**src/rtl/serial_addsub_if.sv**
```systemverilog
// serial_addsub_if: request/response bundle for the bit-serial add/subtract sequencer.
//   master: drives start_i, mode_i, a_i, b_i; observes busy_o, done_o, result_o, cout_o, ovf_o
//   slave : the sequencer side of the same signals
interface serial_addsub_if #(
    parameter int WIDTH = 8
);
    logic             start_i;
    logic             mode_i;
    logic [WIDTH-1:0] a_i;
    logic [WIDTH-1:0] b_i;
    logic             busy_o;
    logic             done_o;
    logic [WIDTH-1:0] result_o;
    logic             cout_o;
    logic             ovf_o;

    modport master (
        output start_i, mode_i, a_i, b_i,
        input  busy_o, done_o, result_o, cout_o, ovf_o
    );

    modport slave (
        input  start_i, mode_i, a_i, b_i,
        output busy_o, done_o, result_o, cout_o, ovf_o
    );
endinterface

```
**src/rtl/serial_addsub_seq.sv**
```systemverilog
// serial_addsub_seq: bit-serial add/subtract sequencer, operands streamed LSB-first through one full adder.
//   clk_i    : system clock, rising edge
//   reset_ni : synchronous active-low reset
//   bus      : serial_addsub_if slave (start/mode/a/b in; busy/done/result/cout/ovf out)
module serial_addsub_seq #(
    parameter int WIDTH = 8,
    parameter int CNT_W = 4
) (
    input  logic            clk_i,
    input  logic            reset_ni,
    serial_addsub_if.slave  bus
);
    localparam logic [1:0] IDLE  = 2'd0;
    localparam logic [1:0] SHIFT = 2'd1;
    localparam logic [1:0] DONE  = 2'd2;

    logic [1:0]       state_q, state_d;
    logic [CNT_W-1:0] cnt_q, cnt_d;
    logic             carry_q, carry_d;
    logic [WIDTH-1:0] sa_q, sa_d, sb_q, sb_d, res_q, res_d;
    logic             cout_q, cout_d, ovf_q, ovf_d;
    logic             sum_bit, maj;

    assign sum_bit = sa_q[0] ^ sb_q[0] ^ carry_q;
    assign maj     = (sa_q[0] & sb_q[0]) | (sa_q[0] & carry_q) | (sb_q[0] & carry_q);

    always_comb begin
        state_d = state_q;
        cnt_d   = cnt_q;
        carry_d = carry_q;
        sa_d    = sa_q;
        sb_d    = sb_q;
        res_d   = res_q;
        cout_d  = cout_q;
        ovf_d   = ovf_q;
        case (state_q)
            IDLE: if (bus.start_i) begin
                // Subtract is a + ~b + 1: invert b and seed the carry with the mode bit.
                state_d = SHIFT;
                cnt_d   = '0;
                carry_d = bus.mode_i;
                sa_d    = bus.a_i;
                sb_d    = bus.mode_i ? ~bus.b_i : bus.b_i;
                res_d   = '0;
                cout_d  = 1'b0;
                ovf_d   = 1'b0;
            end
            SHIFT: begin
                carry_d = maj;
                res_d   = {sum_bit, res_q[WIDTH-1:1]};
                sa_d    = sa_q >> 1;
                sb_d    = sb_q >> 1;
                cnt_d   = cnt_q + CNT_W'(1);
                if (cnt_q == CNT_W'(WIDTH - 1)) begin
                    // carry_q is the carry into the MSB here; maj is the carry out of it.
                    state_d = DONE;
                    cnt_d   = '0;
                    cout_d  = maj;
                    ovf_d   = carry_q ^ maj;
                end
            end
            DONE:    state_d = IDLE;
            default: state_d = IDLE;
        endcase
    end

    always_ff @(posedge clk_i) begin
        if (!reset_ni) begin
            state_q <= IDLE;
            cnt_q   <= '0;
            carry_q <= 1'b0;
            sa_q    <= '0;
            sb_q    <= '0;
            res_q   <= '0;
            cout_q  <= 1'b0;
            ovf_q   <= 1'b0;
        end else begin
            state_q <= state_d;
            cnt_q   <= cnt_d;
            carry_q <= carry_d;
            sa_q    <= sa_d;
            sb_q    <= sb_d;
            res_q   <= res_d;
            cout_q  <= cout_d;
            ovf_q   <= ovf_d;
        end
    end

    assign bus.busy_o   = state_q != IDLE;
    assign bus.done_o   = state_q == DONE;
    assign bus.result_o = res_q;
    assign bus.cout_o   = cout_q;
    assign bus.ovf_o    = ovf_q;
endmodule

```
**src/flat_wrapper.sv**
```systemverilog
// flat-port wrapper written by rule: the top's interface ports become plain ports
module serial_addsub_seq_flat 
#(
    parameter int WIDTH = 8,
    parameter int CNT_W = 4
)
  (clk_i, reset_ni, bus_start_i, bus_mode_i, bus_a_i, bus_b_i, bus_busy_o, bus_done_o, bus_result_o, bus_cout_o, bus_ovf_o);
  serial_addsub_if #(.WIDTH(WIDTH)) bus_i ();
  input  logic clk_i;
  input  logic reset_ni;
  input wire logic [$bits(bus_i.start_i)-1:0] bus_start_i;
  input wire logic [$bits(bus_i.mode_i)-1:0] bus_mode_i;
  input wire logic [$bits(bus_i.a_i)-1:0] bus_a_i;
  input wire logic [$bits(bus_i.b_i)-1:0] bus_b_i;
  output wire logic [$bits(bus_i.busy_o)-1:0] bus_busy_o;
  output wire logic [$bits(bus_i.done_o)-1:0] bus_done_o;
  output wire logic [$bits(bus_i.result_o)-1:0] bus_result_o;
  output wire logic [$bits(bus_i.cout_o)-1:0] bus_cout_o;
  output wire logic [$bits(bus_i.ovf_o)-1:0] bus_ovf_o;
  assign bus_i.start_i = bus_start_i;
  assign bus_i.mode_i = bus_mode_i;
  assign bus_i.a_i = bus_a_i;
  assign bus_i.b_i = bus_b_i;
  assign bus_busy_o = bus_i.busy_o;
  assign bus_done_o = bus_i.done_o;
  assign bus_result_o = bus_i.result_o;
  assign bus_cout_o = bus_i.cout_o;
  assign bus_ovf_o = bus_i.ovf_o;
  serial_addsub_seq #(.WIDTH(WIDTH), .CNT_W(CNT_W)) u_core (.clk_i(clk_i), .reset_ni(reset_ni), .bus(bus_i));
endmodule
```
**config.mk**
```make
export PLATFORM = sky130hd
export DESIGN_NAME = serial_addsub_seq_flat
export DESIGN_NICKNAME = d
export VERILOG_FILES = /design/src/rtl/serial_addsub_if.sv /design/src/rtl/serial_addsub_seq.sv /design/src/flat_wrapper.sv
export SDC_FILE = /design/constraint.sdc
export NUM_CORES = 1
export LEC_CHECK = 0
export CAP_MARGIN = 20
export CELL_PAD_IN_SITES_DETAIL_PLACEMENT = 0
export CELL_PAD_IN_SITES_GLOBAL_PLACEMENT = 2
export CORE_ASPECT_RATIO = 0.7
export CORE_MARGIN = 5
export CORE_UTILIZATION = 30
export DETAILED_ROUTE_END_ITERATION = 10
export PLACE_DENSITY_LB_ADDON = 0.2
export SYNTH_ARGS = -nofsm -noshare
export SYNTH_HDL_FRONTEND = slang
export SYNTH_SLANG_ARGS = --single-unit
```
**constraint.sdc**
```tcl
create_clock -name clk_i -period 1.8 [get_ports clk_i]
set_input_delay 0.36 -clock clk_i [delete_from_list [all_inputs] [get_ports clk_i]]
set_output_delay 0.36 -clock clk_i [all_outputs]
set_load 0.02 [all_outputs]
```
=== Word level (Yosys, flattened, before mapping) ===
Cells that the tools add are included.

* Bits in registers: 33
* Bits of input ports: 20
* Output and inout bits: 12
* Word-level logic and storage cells: 49

* Add/subtract/negate cells: 1
* Equality and inequality tests: 5
* Multiplexer cells: 20
* Bitwise logic cells: 9
* Reduce and logical (&&, ||, !) cells: 6

{| class="wikitable"
|+ Operators by type and width
! operator !! count
|-
| $pmux W8 S2 || 3
|-
| $mux W8 || 4
|-
| $mux W4 || 2
|-
| $not A8 Y8 || 1
|-
| $pmux W4 S2 || 1
|-
| $pmux W1 S2 || 3
|-
| $add A4 B1 Y4 const B || 1
|-
| $eq A4 B3 Y1 const B || 1
|-
| $mux W1 || 4
|-
| $mux W2 || 2
|-
| $pmux W2 S2 || 1
|-
| $reduce_and A2 Y1 || 2
|-
| $reduce_bool A2 Y1 || 2
|-
| $and A1 B1 Y1 || 3
|-
| $reduce_and A3 Y1 || 1
|-
| $xor A1 B1 Y1 || 3
|-
| $eq A2 B1 Y1 const B || 1
|-
| $eq A2 B2 Y1 const B || 1
|-
| $logic_not A2 Y1 || 1
|-
| $ne A2 B1 Y1 const B || 1
|-
| $ne A2 B2 Y1 const B || 1
|-
| $or A1 B1 Y1 || 2
|}

=== Logic depth before layout (Yosys ltp) ===
* Depth after elaboration: 6
* Gate-level depth with buffers: 6
* Gate-level depth less buffers: 4

=== Worst setup path before layout ===
No wires, ideal clock.

* Path kind: register to output
* Start: reg u_core.state_q[1]
* End: out bus_done_o
* Data arrival time: 1.043 ns
* Required time: 1.440 ns
* Path slack: 0.397 ns
* Cell stages (with the launch flop): 4
* Path buffers: 2
* Path through: dfxtp_1 buf_6 clkbuf_1 nor2b_1

* Word-level cells in the longest chain between the ends: 1

{| class="wikitable"
|+ RTL lines
! item !! line !! text
|-
| start, declared || serial_addsub_seq.sv:17 || <nowiki>logic [1:0] state_q, state_d;</nowiki>
|-
| start signal, assigned || serial_addsub_seq.sv:78 || <nowiki>state_q <= state_d;</nowiki>
|-
| $eq A2 B2 Y1 || serial_addsub_seq.sv:90 || <nowiki>assign bus.done_o = state_q == DONE;</nowiki>
|-
| end, declared || flat_wrapper.sv:16 || <nowiki>output wire logic [$bits(bus_i.done_o)-1:0] bus_done_o;</nowiki>
|}

Every way passes these cells.

=== Final worst setup path ===
Ends and elaborated chain as after synthesis.

==> results.ini <==
[final_layout]
multi_input_area_sq_um = 780.7
antenna_cells = 0
syn_to_final_growth_pct = 33.82
num-fill-cells = 512
fin_nets = 223
seqCellArea_sq_um = 660.6
drive_above_1_share_pct = 16.34

[timing]
setup_viol = 0
tightestPinTransition_ns = 0.4608
maxSlewViolCount = 0
rsz0062_at_grt = no
final.min_clock_period_ns = 1.727
final_hold_viol_count = 0
relSlewSlack_pct = 69.18
max_freq_mhz = 579.0
setup_tns_ns = 0
setup_slack_ns = 0.07301
fin_crit_sh_pct = 95.94
clock_skew_ns = 0.009279

[synthesis]
synth_cells = 167
avgSynthCellArea_sq_um = 9.148
yosys.cell_count.top_type = dfxtp_1
synthTopCellsByCount = 33 x dfxtp_1, 19 x nand3_1, 18 x nor2_1, 13 x a21oi_1
synth_top_family_by_area = compound AO/OA/AOI/OAI gates
yosys.area_share.simple_pct = 21.29
synth_top_area_share_pct = 43.24
synth-seq-cells = 33
synth_edf_count = 0
synth-compound-area-share_pct = 22.52
synth_xor_area_share_pct = 5.160
syn_area_sq_um = 1528
async_reset_ff_share_pct = 0
synth.area.top_cells = dfxtp_1 43%, nand3_1 6.2%, o221a_2 5.2%, a22oi_1 4.9%, nor2_1 4.4%
synthAdderAreaFrac_pct = 2.129
synthMuxAreaShare_pct = 0
synth_nets = 189
ys_types = 39
ys.flop_type = dfxtp_1
yosysTopAreaCell = dfxtp_1
yosysWarnings = 0
yosysSeqAreaShare_pct = 43.24

[clock_tree]
postCtsSetupRepairBufs = 0
root_buffer = clkbuf_8
cts_buffer_depth = 2
numCtsBuffers = 5
clkLatencyLatePin_ns = 0.28
cts_tree = done
cts_max_level = 2
path_clk_slew_ns = 0.07
cts.sinks = 33

[setup_path]
critPathLaunch = u_core.state_q[1]$_SDFFE_PN0P_
r2r.worst_path.cells = 4
r2r-start = u_core.cnt_q[0]$_SDFFE_PN0P_
critPathKind = flip-flop to output port
cp-start-kind = flip-flop
crit_path_end = bus_done_o
cp_cell_sequence = nor2b_1 -> clkdlybuf4s50_1
max_stage_delay_ns = 0.61
crit_path_end_kind = output port
slowest_stage = clkdlybuf4s50_1
r2r_slack_ns = 0.36
worstPathRequired_ns = 1.44
reg2reg_to = u_core.bus.ovf_o$_SDFFE_PN0P_
arrival_ns = 1.37
cp_max_fo = 3

[power_and_ir_drop]
p_leak_nw = 0.7966
vdd_drop_max_mv = 0.3321
powerDensity_nw_per_um2 = 811.9

[drt]
routedWlPerCell_microns = 14.19
via_count = 1348
ant_nets = 0
dr.pass1.iters = 4
drc = 0
vias_per_cell = 4.974
drt-total-wl_mm = 3.846
initialDrtViolationCount = 43

[global_routing]
overflow = 0
grt_pass1_vias = 1347
grt_max_degree = 19
antenna_found_initial = 0
grt_pass1_wl_mm = 6.630
grt_util_all_layers_pct = 12.71

[floorplanning]
start_util_pct = 31.43
io_pins = 32
die-area_sq_um = 6642
core_area_sq_um = 4861
die_w_microns = 95.29
die-height_microns = 69.71
num_rows = 21

[hold_path]
hp-class = flip-flop to flip-flop
holdPathStages = 2

[flow_run]
max-cap-violations = 0

[place]
place_hpwl_mm = 2.762
port-buffer-count = 31
dpl_worst_slack_ns = 0.1113
gp_congestion = 0.7455

[run_status]
status = complete, no violations

sequential cells by signal, summed over array words and instances, names as in the netlist:
name                 count
u_core.bus.ovf_o         1
u_core.state_q           2
u_core.sb_q              8
u_core.bus.result_o      8
u_core.carry_q           1
u_core.cnt_q             4
u_core.bus.cout_o        1
u_core.sa_q              8
cells by family after synthesis:
group           Yosys count
simple gates             61
xor+xnor                  9
flops                    33
buf+inv                  18
compound gates           44
fa+ha+maj                 2
layout make-up:
cell class | count | area share [%]
multi-input combinational | 116 | 38.19
clock inverter | 1 | 0.2448
timing repair buffer | 42 | 19.77
tap | 69 | 4.223
inverter | 3 | 0.5508
sequential | 33 | 32.31
clock buffer | 7 | 4.712
per-layer routing:
metal  global-route usage (%)  part of all wire [%]  up-vias
met3                    4.338                   4.5        2
met5                        0                     0        -
met1                    17.92                    52      647
met4                    3.840                  0.94        0
met2                    18.00                    43       28
li1                         -                     -      671
worst min-delay path by stage:
stage	slack (ns)	to	start
2_1_floorplan	0.45	u_core.sb_q[4]$_SDFFE_PN0P_	u_core.sb_q[4]$_SDFFE_PN0P_
6_report	0.48	u_core.sb_q[4]$_SDFFE_PN0P_	u_core.sb_q[4]$_SDFFE_PN0P_
3_3_place_gp	0.47	u_core.bus.cout_o$_SDFFE_PN0P_	u_core.bus.cout_o$_SDFFE_PN0P_
4_1_cts	0.48	u_core.sb_q[3]$_SDFFE_PN0P_	u_core.sb_q[3]$_SDFFE_PN0P_
5_1_grt	0.51	u_core.sb_q[4]$_SDFFE_PN0P_	u_core.sb_q[4]$_SDFFE_PN0P_
3_5_place_dp	0.48	u_core.sb_q[3]$_SDFFE_PN0P_	u_core.sb_q[3]$_SDFFE_PN0P_
stage by stage:
stage	hold WS (ns)	std cells	utilization (%)	instance area (sq um)	power, mW
detailed placement	0.4753	263	40.00	1944	1.066
finish	0.4809	271	42.06	2044	1.660
global placement	0.4651	263	40.00	1944	1.060
floorplan	0.4459	167	-	1528	0.9574
global route	0.5110	271	42.06	2044	1.749
CTS	0.4846	271	42.06	2044	1.680
layout by cell type, fill, tap and decap left out, types with 2 or more instances in the layout:
cell / n
xor2_1: 6
o221ai_1: 3
nor2_1: 18
xnor2_1: 3
a22oi_1: 10
clkdlybuf4s50_1: 30
inv_1: 3
o221a_2: 7
a22o_1: 2
nand3_1: 19
nor2b_1: 10
clkbuf_8: 7
a21oi_1: 13
buf_4: 10
dfxtp_1: 33
nand2_1: 4
power by group:
group	leakage [nW]	switching, mW	total, mW	internal, mW
Clock	0.0542	0.267	0.612	0.346
Sequential	0.270	0.0257	0.795	0.769
Combinational	0.472	0.121	0.253	0.132
critical path, delay by kind of cell, from the launching register on:
| kind | cells | cell delay [ns] |
|---|---|---|
| buf+inv | 1 | 0.61 |
| simple gates | 1 | 0.13 |
| flops | 1 | 0.34 |
timing repair:
item	in CTS	in global routing
hold buffers	0	0
setup endpoints to repair	1	0
resized for setup	1	0
Power figures use the tool's default switching activity.
